<file path="src/rtl/nios_hazard_ctrl.sv">
// Pipeline hazard controller for the 5-stage NIOS II subset core: forwarding, load-use stall,
// branch flush and halt sequencing. Define NIOS_HAZARD_PERF_EN to add stall/flush cycle counters.
module nios_hazard_ctrl #(
    parameter int              PC_W         = 6,
    parameter int              FLUSH_CYCLES = 2,
    parameter logic [PC_W-1:0] HALT_PC      = 6'h0E
) (
    input  logic            clk_18,
    input  logic            rst_18,
    input  logic            valid_D_18,
    input  logic [4:0]      rs_D_18,
    input  logic [4:0]      rt_D_18,
    input  logic            uses_rt_D_18,
    input  logic [4:0]      rd_E_18,
    input  logic            reg_rw_E_18,
    input  logic            is_load_E_18,
    input  logic [4:0]      rd_M_18,
    input  logic            reg_rw_M_18,
    input  logic [4:0]      rd_WB_18,
    input  logic            reg_rw_WB_18,
    input  logic            branch_taken_E_18,
    input  logic [PC_W-1:0] branch_tgt_E_18,
    input  logic [PC_W-1:0] pc_F_18,
    output logic            stall_F_18,
    output logic            stall_D_18,
    output logic            bubble_E_18,
    output logic            flush_D_18,
    output logic            pc_load_18,
    output logic [PC_W-1:0] pc_tgt_18,
    output logic [1:0]      fwd_a_sel_18,
    output logic [1:0]      fwd_b_sel_18,
    output logic            halted_18
`ifdef NIOS_HAZARD_PERF_EN
    ,
    output logic [15:0]     stall_cnt_18,
    output logic [15:0]     flush_cnt_18
`endif
);

    typedef enum logic [1:0] {
        RUN    = 2'b00,
        LSTALL = 2'b01,
        FLUSH  = 2'b10,
        HALT   = 2'b11
    } state_t;

    localparam int CNT_W = 3;

    state_t            state_r, state_nxt_s;
    logic [CNT_W-1:0]  cnt_r, cnt_nxt_s;
    logic              load_use_s;
    logic              fwd_en_s;
    logic              stall_f_s, stall_d_s, bubble_e_s, flush_d_s, pc_load_s, halted_s;
    logic [PC_W-1:0]   pc_tgt_s;
    logic [1:0]        fwd_a_s, fwd_b_s;

    // Loads are never forwarded from E: their data only exists from M onward.
    function automatic logic [1:0] fwd_sel(
        input logic [4:0] src,
        input logic [4:0] rd_e, input logic rw_e, input logic ld_e,
        input logic [4:0] rd_m, input logic rw_m,
        input logic [4:0] rd_wb, input logic rw_wb
    );
        logic [1:0] sel;
        if (rw_e && !ld_e && (rd_e != 5'd0) && (rd_e == src)) begin
            sel = 2'b01;
        end else if (rw_m && (rd_m != 5'd0) && (rd_m == src)) begin
            sel = 2'b10;
        end else if (rw_wb && (rd_wb != 5'd0) && (rd_wb == src)) begin
            sel = 2'b11;
        end else begin
            sel = 2'b00;
        end
        return sel;
    endfunction

    assign load_use_s = valid_D_18 && is_load_E_18 && reg_rw_E_18 && (rd_E_18 != 5'd0) &&
                        ((rd_E_18 == rs_D_18) || (uses_rt_D_18 && (rd_E_18 == rt_D_18)));

    // Next-state and raw control outputs from the current state.
    always_comb begin
        state_nxt_s = state_r;
        cnt_nxt_s   = cnt_r;
        fwd_en_s    = 1'b0;
        stall_f_s   = 1'b0;
        stall_d_s   = 1'b0;
        bubble_e_s  = 1'b0;
        flush_d_s   = 1'b0;
        pc_load_s   = 1'b0;
        pc_tgt_s    = {PC_W{1'b0}};
        halted_s    = 1'b0;
        case (state_r)
            RUN: begin
                fwd_en_s = 1'b1;
                if (branch_taken_E_18) begin
                    pc_load_s = 1'b1;
                    pc_tgt_s  = branch_tgt_E_18;
                    flush_d_s = 1'b1;
                    if (FLUSH_CYCLES == 1) begin
                        state_nxt_s = RUN;
                        cnt_nxt_s   = {CNT_W{1'b0}};
                    end else begin
                        state_nxt_s = FLUSH;
                        cnt_nxt_s   = CNT_W'(FLUSH_CYCLES - 1);
                    end
                end else if (load_use_s) begin
                    stall_f_s   = 1'b1;
                    stall_d_s   = 1'b1;
                    bubble_e_s  = 1'b1;
                    state_nxt_s = LSTALL;
                end else if (pc_F_18 == HALT_PC) begin
                    state_nxt_s = HALT;
                end else begin
                    state_nxt_s = RUN;
                end
            end
            LSTALL: begin
                fwd_en_s    = 1'b1;
                state_nxt_s = RUN;
            end
            FLUSH: begin
                flush_d_s = 1'b1;
                if (cnt_r <= CNT_W'(1)) begin
                    state_nxt_s = RUN;
                    cnt_nxt_s   = {CNT_W{1'b0}};
                end else begin
                    cnt_nxt_s = cnt_r - CNT_W'(1);
                end
            end
            HALT: begin
                stall_f_s = 1'b1;
                halted_s  = 1'b1;
            end
            default: begin
                state_nxt_s = RUN;
                cnt_nxt_s   = {CNT_W{1'b0}};
            end
        endcase
    end

    // Forward selects, qualified by state and a live decode instruction.
    always_comb begin
        fwd_a_s = 2'b00;
        fwd_b_s = 2'b00;
        if (fwd_en_s && valid_D_18) begin
            fwd_a_s = fwd_sel(rs_D_18, rd_E_18, reg_rw_E_18, is_load_E_18,
                              rd_M_18, reg_rw_M_18, rd_WB_18, reg_rw_WB_18);
            if (uses_rt_D_18) begin
                fwd_b_s = fwd_sel(rt_D_18, rd_E_18, reg_rw_E_18, is_load_E_18,
                                  rd_M_18, reg_rw_M_18, rd_WB_18, reg_rw_WB_18);
            end else begin
                fwd_b_s = 2'b00;
            end
        end else begin
            fwd_a_s = 2'b00;
            fwd_b_s = 2'b00;
        end
    end

    // Outputs are forced quiet while reset is held.
    always_comb begin
        stall_F_18   = 1'b0;
        stall_D_18   = 1'b0;
        bubble_E_18  = 1'b0;
        flush_D_18   = 1'b0;
        pc_load_18   = 1'b0;
        pc_tgt_18    = {PC_W{1'b0}};
        fwd_a_sel_18 = 2'b00;
        fwd_b_sel_18 = 2'b00;
        halted_18    = 1'b0;
        if (!rst_18) begin
            stall_F_18   = stall_f_s;
            stall_D_18   = stall_d_s;
            bubble_E_18  = bubble_e_s;
            flush_D_18   = flush_d_s;
            pc_load_18   = pc_load_s;
            pc_tgt_18    = pc_tgt_s;
            fwd_a_sel_18 = fwd_a_s;
            fwd_b_sel_18 = fwd_b_s;
            halted_18    = halted_s;
        end else begin
            halted_18    = 1'b0;
        end
    end

    // State and flush counter registers.
    always_ff @(posedge clk_18) begin
        if (rst_18) begin
            state_r <= RUN;
            cnt_r   <= {CNT_W{1'b0}};
        end else begin
            state_r <= state_nxt_s;
            cnt_r   <= cnt_nxt_s;
        end
    end

`ifdef NIOS_HAZARD_PERF_EN
    logic [15:0] stall_cnt_r, flush_cnt_r;

    // Saturating stall / flush cycle counters.
    always_ff @(posedge clk_18) begin
        if (rst_18) begin
            stall_cnt_r <= 16'd0;
            flush_cnt_r <= 16'd0;
        end else begin
            if (stall_D_18 && (stall_cnt_r != 16'hFFFF)) begin
                stall_cnt_r <= stall_cnt_r + 16'd1;
            end
            if (flush_D_18 && (flush_cnt_r != 16'hFFFF)) begin
                flush_cnt_r <= flush_cnt_r + 16'd1;
            end
        end
    end

    assign stall_cnt_18 = stall_cnt_r;
    assign flush_cnt_18 = flush_cnt_r;
`endif

endmodule

</file>
<file path="config.mk">
export PLATFORM = sky130hd
export DESIGN_NAME = nios_hazard_ctrl
export DESIGN_NICKNAME = d
export VERILOG_FILES = /design/src/rtl/nios_hazard_ctrl.sv
export SDC_FILE = /design/constraint.sdc
export NUM_CORES = 1
export LEC_CHECK = 0
export BUFFER_PORTS_ARGS = -buffer_cell sky130_fd_sc_hd__buf_2
export CAP_MARGIN = 40
export CELL_PAD_IN_SITES_DETAIL_PLACEMENT = 0
export CELL_PAD_IN_SITES_GLOBAL_PLACEMENT = 1
export CORE_MARGIN = 1
export CORE_UTILIZATION = 30
export CTS_BUF_LIST = sky130_fd_sc_hd__clkbuf_16
export CTS_CLUSTER_DIAMETER = 100
export CTS_CLUSTER_SIZE = 25
export DETAILED_ROUTE_END_ITERATION = 10
export PLACE_DENSITY_LB_ADDON = 0.1
export SYNTH_ARGS = -nofsm -noshare
export SYNTH_HDL_FRONTEND = slang
export SYNTH_SLANG_ARGS = --single-unit
</file>
<file path="constraint.sdc">
create_clock -name clk_18 -period 1.9 [get_ports clk_18]
set_clock_uncertainty 0.2 [all_clocks]
set_input_delay 0.095 -clock clk_18 [delete_from_list [all_inputs] [get_ports clk_18]]
set_output_delay 0.095 -clock clk_18 [all_outputs]
set_load 0.005 [all_outputs]
</file>
# Word-level counts from Yosys, hierarchy flattened
# Index checks and enable logic that the tools add are counted.
# op_classes
addsub	1
n_mul	0
n_div	0
n_lt_le_gt_ge	1
n_eq_ne	12
n_shift	0
mux	36
bitwise_logic	0
reduce_logical	27
# ops
operator	n
== test 5 bit	6
two-way mux 2 bit	15
two-way mux 6 bit	3
logical AND 1 bit	16
nonzero test 5 bit	3
two-way mux 1 bit	12
== test 6 x 4 -> 1 bit, second input constant	1
two-way mux 3 bit	2
one-hot mux 2 bit (3 select lines)	1
one-hot mux 3 bit (2 select lines)	1
== test 2 bit, second input constant	2
inequality test 2 bit, second input constant	2
one-hot mux 1 bit (2 select lines)	2
AND reduction 2 bit	2
<= comparator 3 x 1 -> 1 bit, second input constant	1
nonzero test 3 bit	1
subtractor 3 x 1 -> 3 bit, second input constant	1
== test 2 x 1 -> 1 bit, second input constant	1
logical NOT 2 bit	1
nonzero test 2 bit	1
OR reduction 2 bit	1
logical NOT 1 bit	1
logical OR 1 bit	1
# word_totals
register_bits	5
latchBits	0
ramBits	0
romBits	0
input_bits	46
elab_cells	79
mem_count	0

# Logic depth before layout (Yosys ltp)
# logic_depth
word_depth	9
mapped_depth	7
mapped_depth_nobuf	7

# Worst setup path after synthesis
# OpenSTA, ideal clock, no wires.
# synth_path
path_type	register to register
from	register state_r[0]
to	register state_r[0]
setup_time_ns	0.086
arrival_time_ns	1.507
required_time_ns	1.614
path_slack_ns	0.107
path_stages_with_launch	7
n_path_buf	0
cell_sequence	dfxtp_1 inv_1 ha_1 a21oi_1 o21ai_1 or3_1 a221oi_2
# synth_via
elab_chain_cells	3
word_cells_on_any_way	7
classes_between	eq/ne: 3; mux: 1; reduce/logical: 3
# synth_rtl
item	line_no	source
start: declaration	49	state_t state_r, state_nxt_s;
start signal: assignment	192	state_r <= state_nxt_s;
== test 2 bit, or another cell as far along	92	case (state_r)
inequality test 2 bit (no source line) / nonzero test 3 bit (equally long branches)	--	
AND reduction 2 bit (no source line)	--	
# Parallel ways exist; a longest one is shown, timed or not.
# A chain may end at the register's enable or synchronous reset.

# Final worst setup path
# Ends and elaborated chain as after synthesis.

==> flow_summary.toml <==
[timing]
fmax_mhz = 541
fin_tns_setup_ps = 0
setup_violations = 0
post-route-min-period_ps = 1850
relSlewSlack_pct = 64.0
rsz_0062_raised_after_global_routing = "yes"
setup_slack_ps = 51.8
finalCritPeriodShare_pct = 97.3
timing_worst_slew_pin_value_ps = 536
hold_violations = 0
final_count_of_pins_violating_max_slew = 0

[worst_setup_path]
crit_path_start_kind = "flip-flop"
timing.critical_path.slowest_stage_cell = "dfxtp_2"
timing.critical_path.mode_cell = "buf_4"
timing.reg2reg.setup_slack_ps = 50
cp_max_fo = 3
critical-path-max-stage-delay_ps = 320
timing.setup.critical_path_class = "flip-flop to flip-flop"
worstPathArrival_ps = 1790
critical_path.endpoint_type = "flip-flop"
required_worst_endpoint_ps = 1840
path_cells = "buf_4 -> ha_1 -> a21oi_2 -> o21ai_2 -> buf_4 -> or3_4 -> a221oi_2"

[floorplanning]
core_um2 = 3360
initial_core_util_pct = 31.6
num_rows = 21
fp.dieW_um = 61.5
fp.dieH_um = 61.5
design.die.area_um2 = 3780
io_pins = 62

[final_layout]
fill_cells = 355
post_route_cells_drive_above_1_share_pct = 47.5
final_util_pct = 47.4
final_area_um2 = 1600
mostFrequentLayoutCell = "buf_2"
synth_to_final_area_change_pct = 50.2
antenna-diode-count = 0
nets = 258
layout_common_cells = "buf_2 (61), xnor2_1 (20), nor2_1 (11)"

[power_and_ir_drop]
p_per_area_nw_per_um2 = 452
switching_share_pct = 28.7
ir_drop_mv = 0.370
cellInternalPower_mw = 0.514
p_leak_nw = 0.703
combPwrFrac_pct = 36.4
seq_power_share_pct = 15.9
post-layout-total-power_mw = 0.721
switchingPower_mw = 0.207
part_of_the_power_in_the_clock_network_pct = 47.7

[yosys]
async_reset_ff_share_pct = 0
synth_edf_count = 0
yosys_warnings = 0
main_synth_ff_type = "dfxtp_1"
netlist_area_um2 = 1060
synth-seq-cells = 5
post_synth_num_cell_types = 45
post_synth_fa_ha_maj_area_fraction_pct = 8.24
post_synth_simple_gate_area_pct = 35.1
synth.mux.area_fraction_pct = 2.00
synth_seq_area_share_pct = 9.42
main_combinational_cell_family_by_area_after_synthesis = "simple AND/OR/NAND/NOR gates"
mapped_cells = 135
postSynthAreaPerCell_um2 = 7.87
yosys.area_share.xor_xnor_pct = 24.7
post_synthesis_compound_gate_area_fraction_pct = 15.8
synthesis.nets = 188

[detailed_routing]
detailroute.via_count = 1232
viasPerCell = 4.93
drt-total-wl_mm = 3.14
drc = 0
wl_per_cell_um = 12.6
antenna_left = 0
number_of_drc_violations_after_detailed_routing_iteration_0 = 24
detail_route.first_pass.iterations = 4

[grt]
antenna_found_initial = 0
global_route.overflow_total = 0
grt_max_degree = 10
globalRouteTotalUtil_pct = 17.3
grt_first_pass_wirelength_mm = 4.79
first_global_vias = 1163

[clock_network]
root_buffer = "clkbuf_16"
tritoncts_clock_tree = "built"
cts-buffers-inserted = 3
h-tree-depth = 1
clk_pin_slew_worst_paths_ps = 30
insertion_delay_ps = 230
cts_buffer_depth = 2
cts_sinks = 5

[place]
routabilityCongestion = 0.834
dpl-instance-area_um2 = 1440
dp_hpwl_mm = 2.66
post-place-ws_ps = -6.49
io_buffers = 61

[run]
cap_violations = 0

[status]
run_status = "finished clean"

[worst_hold_path]
hold_removal_path_class = "input pin to flip-flop"
[cell usage after synthesis, types with 2 or more instances]
master    count  area (µm²)
nor4_1        3        18.8
buf_4         2        15.0
o21ai_0       4        20.0
xor2_1       10        87.6
inv_1         7        26.3
nor3_1        3        15.0
dfxtp_1       5         100
or4_1         3        22.5
a21oi_1       8        40.0
nand4_1       4        25.0
and2_1        7        43.8
nand3_1       4        20.0
or3_1         2        12.5
nand2b_1      3        18.8
xnor2_1      20         175
ha_1          7        87.6
nand2_1       5        18.8
nor2_1       11        41.3
[stage by stage]
stage / std cells / hold WS (ps)
2_1_floorplan: 135 / 55.1
3_3_place_gp: 243 / 206
3_5_place_dp: 243 / 222
4_1_cts: 249 / 84.9
5_1_grt: 250 / 93.0
6_report: 250 / 71.8
[kinds of logic (layout without fill, tap and decap cells)]
kind of cell	count (synthesis)	count (layout)
and+or+nand+nor	58	58
xor gates and xnor gates	30	30
AOI/OAI and AO/OA	22	22
buffers and inverters	11	80
adders and majority gates	7	7
DFF	5	5
muxes	2	2
[layer usage]
layer	wire (µm)	part of all wire (%)	GRT usage, %	vias up
li1	-	-	-	612
met1	1240	40	17.4	564
met2	1630	52	34.1	48
met3	203	6.5	3.57	8
met4	62	2.0	6.98	0
met5	0	0	0	-
[final cells by class]
type                       instances  area, µm²  share of cell area [%]
clock inverter                     1       3.75                   0.235
timing repair buffer              69        374                    23.5
sequential                         5        105                    6.59
clock buffer                       3       75.1                    4.71
inverter                           7       26.3                    1.65
multi-input combinational        119        953                    59.8
tap                               46       57.6                    3.61
[worst paths after layout]
path                   start          to  depth (start not counted)
setup / recovery  state_r[0]  state_r[0]                          7
hold / removal    pc_F_18[4]  state_r[0]                          4
setup reg to reg  state_r[0]  state_r[0]                          7
hold reg to reg     cnt_r[2]    cnt_r[2]                          2
[power by group through the flow]
stage	logic (mW)	clock network, mW	registers [mW]
floorplan	0.135	0	0.117
global placement	0.242	0	0.115
detailed placement	0.247	0	0.116
CTS	0.254	0.352	0.115
global route	0.293	0.363	0.115
finish	0.263	0.344	0.115
[state kept, by name, summed over array words and instances (netlist names)]
register,count
cnt_r,3
state_r,2
[worst max-delay path: cells and delay by family, from the launching register on]
| family | cells | cell delay (ps) |
|---|---|---|
| AO/OA/AOI/OAI | 3 | 420 |
| flip-flops | 1 | 320 |
| AND/OR/NAND/NOR | 1 | 320 |
| buffers and inverters | 2 | 280 |
| adder cells (fa/ha/maj) | 1 | 200 |
[timing repair]
item,in CTS,in global routing
buffers inserted,0,1
endpoints found under the setup margin,10,12
resized for setup,3,14
pin swaps,0,4
endpoints found under the hold margin,4,0
hold buffers,2,0
Note: power is estimated with default switching activity, not from simulation.
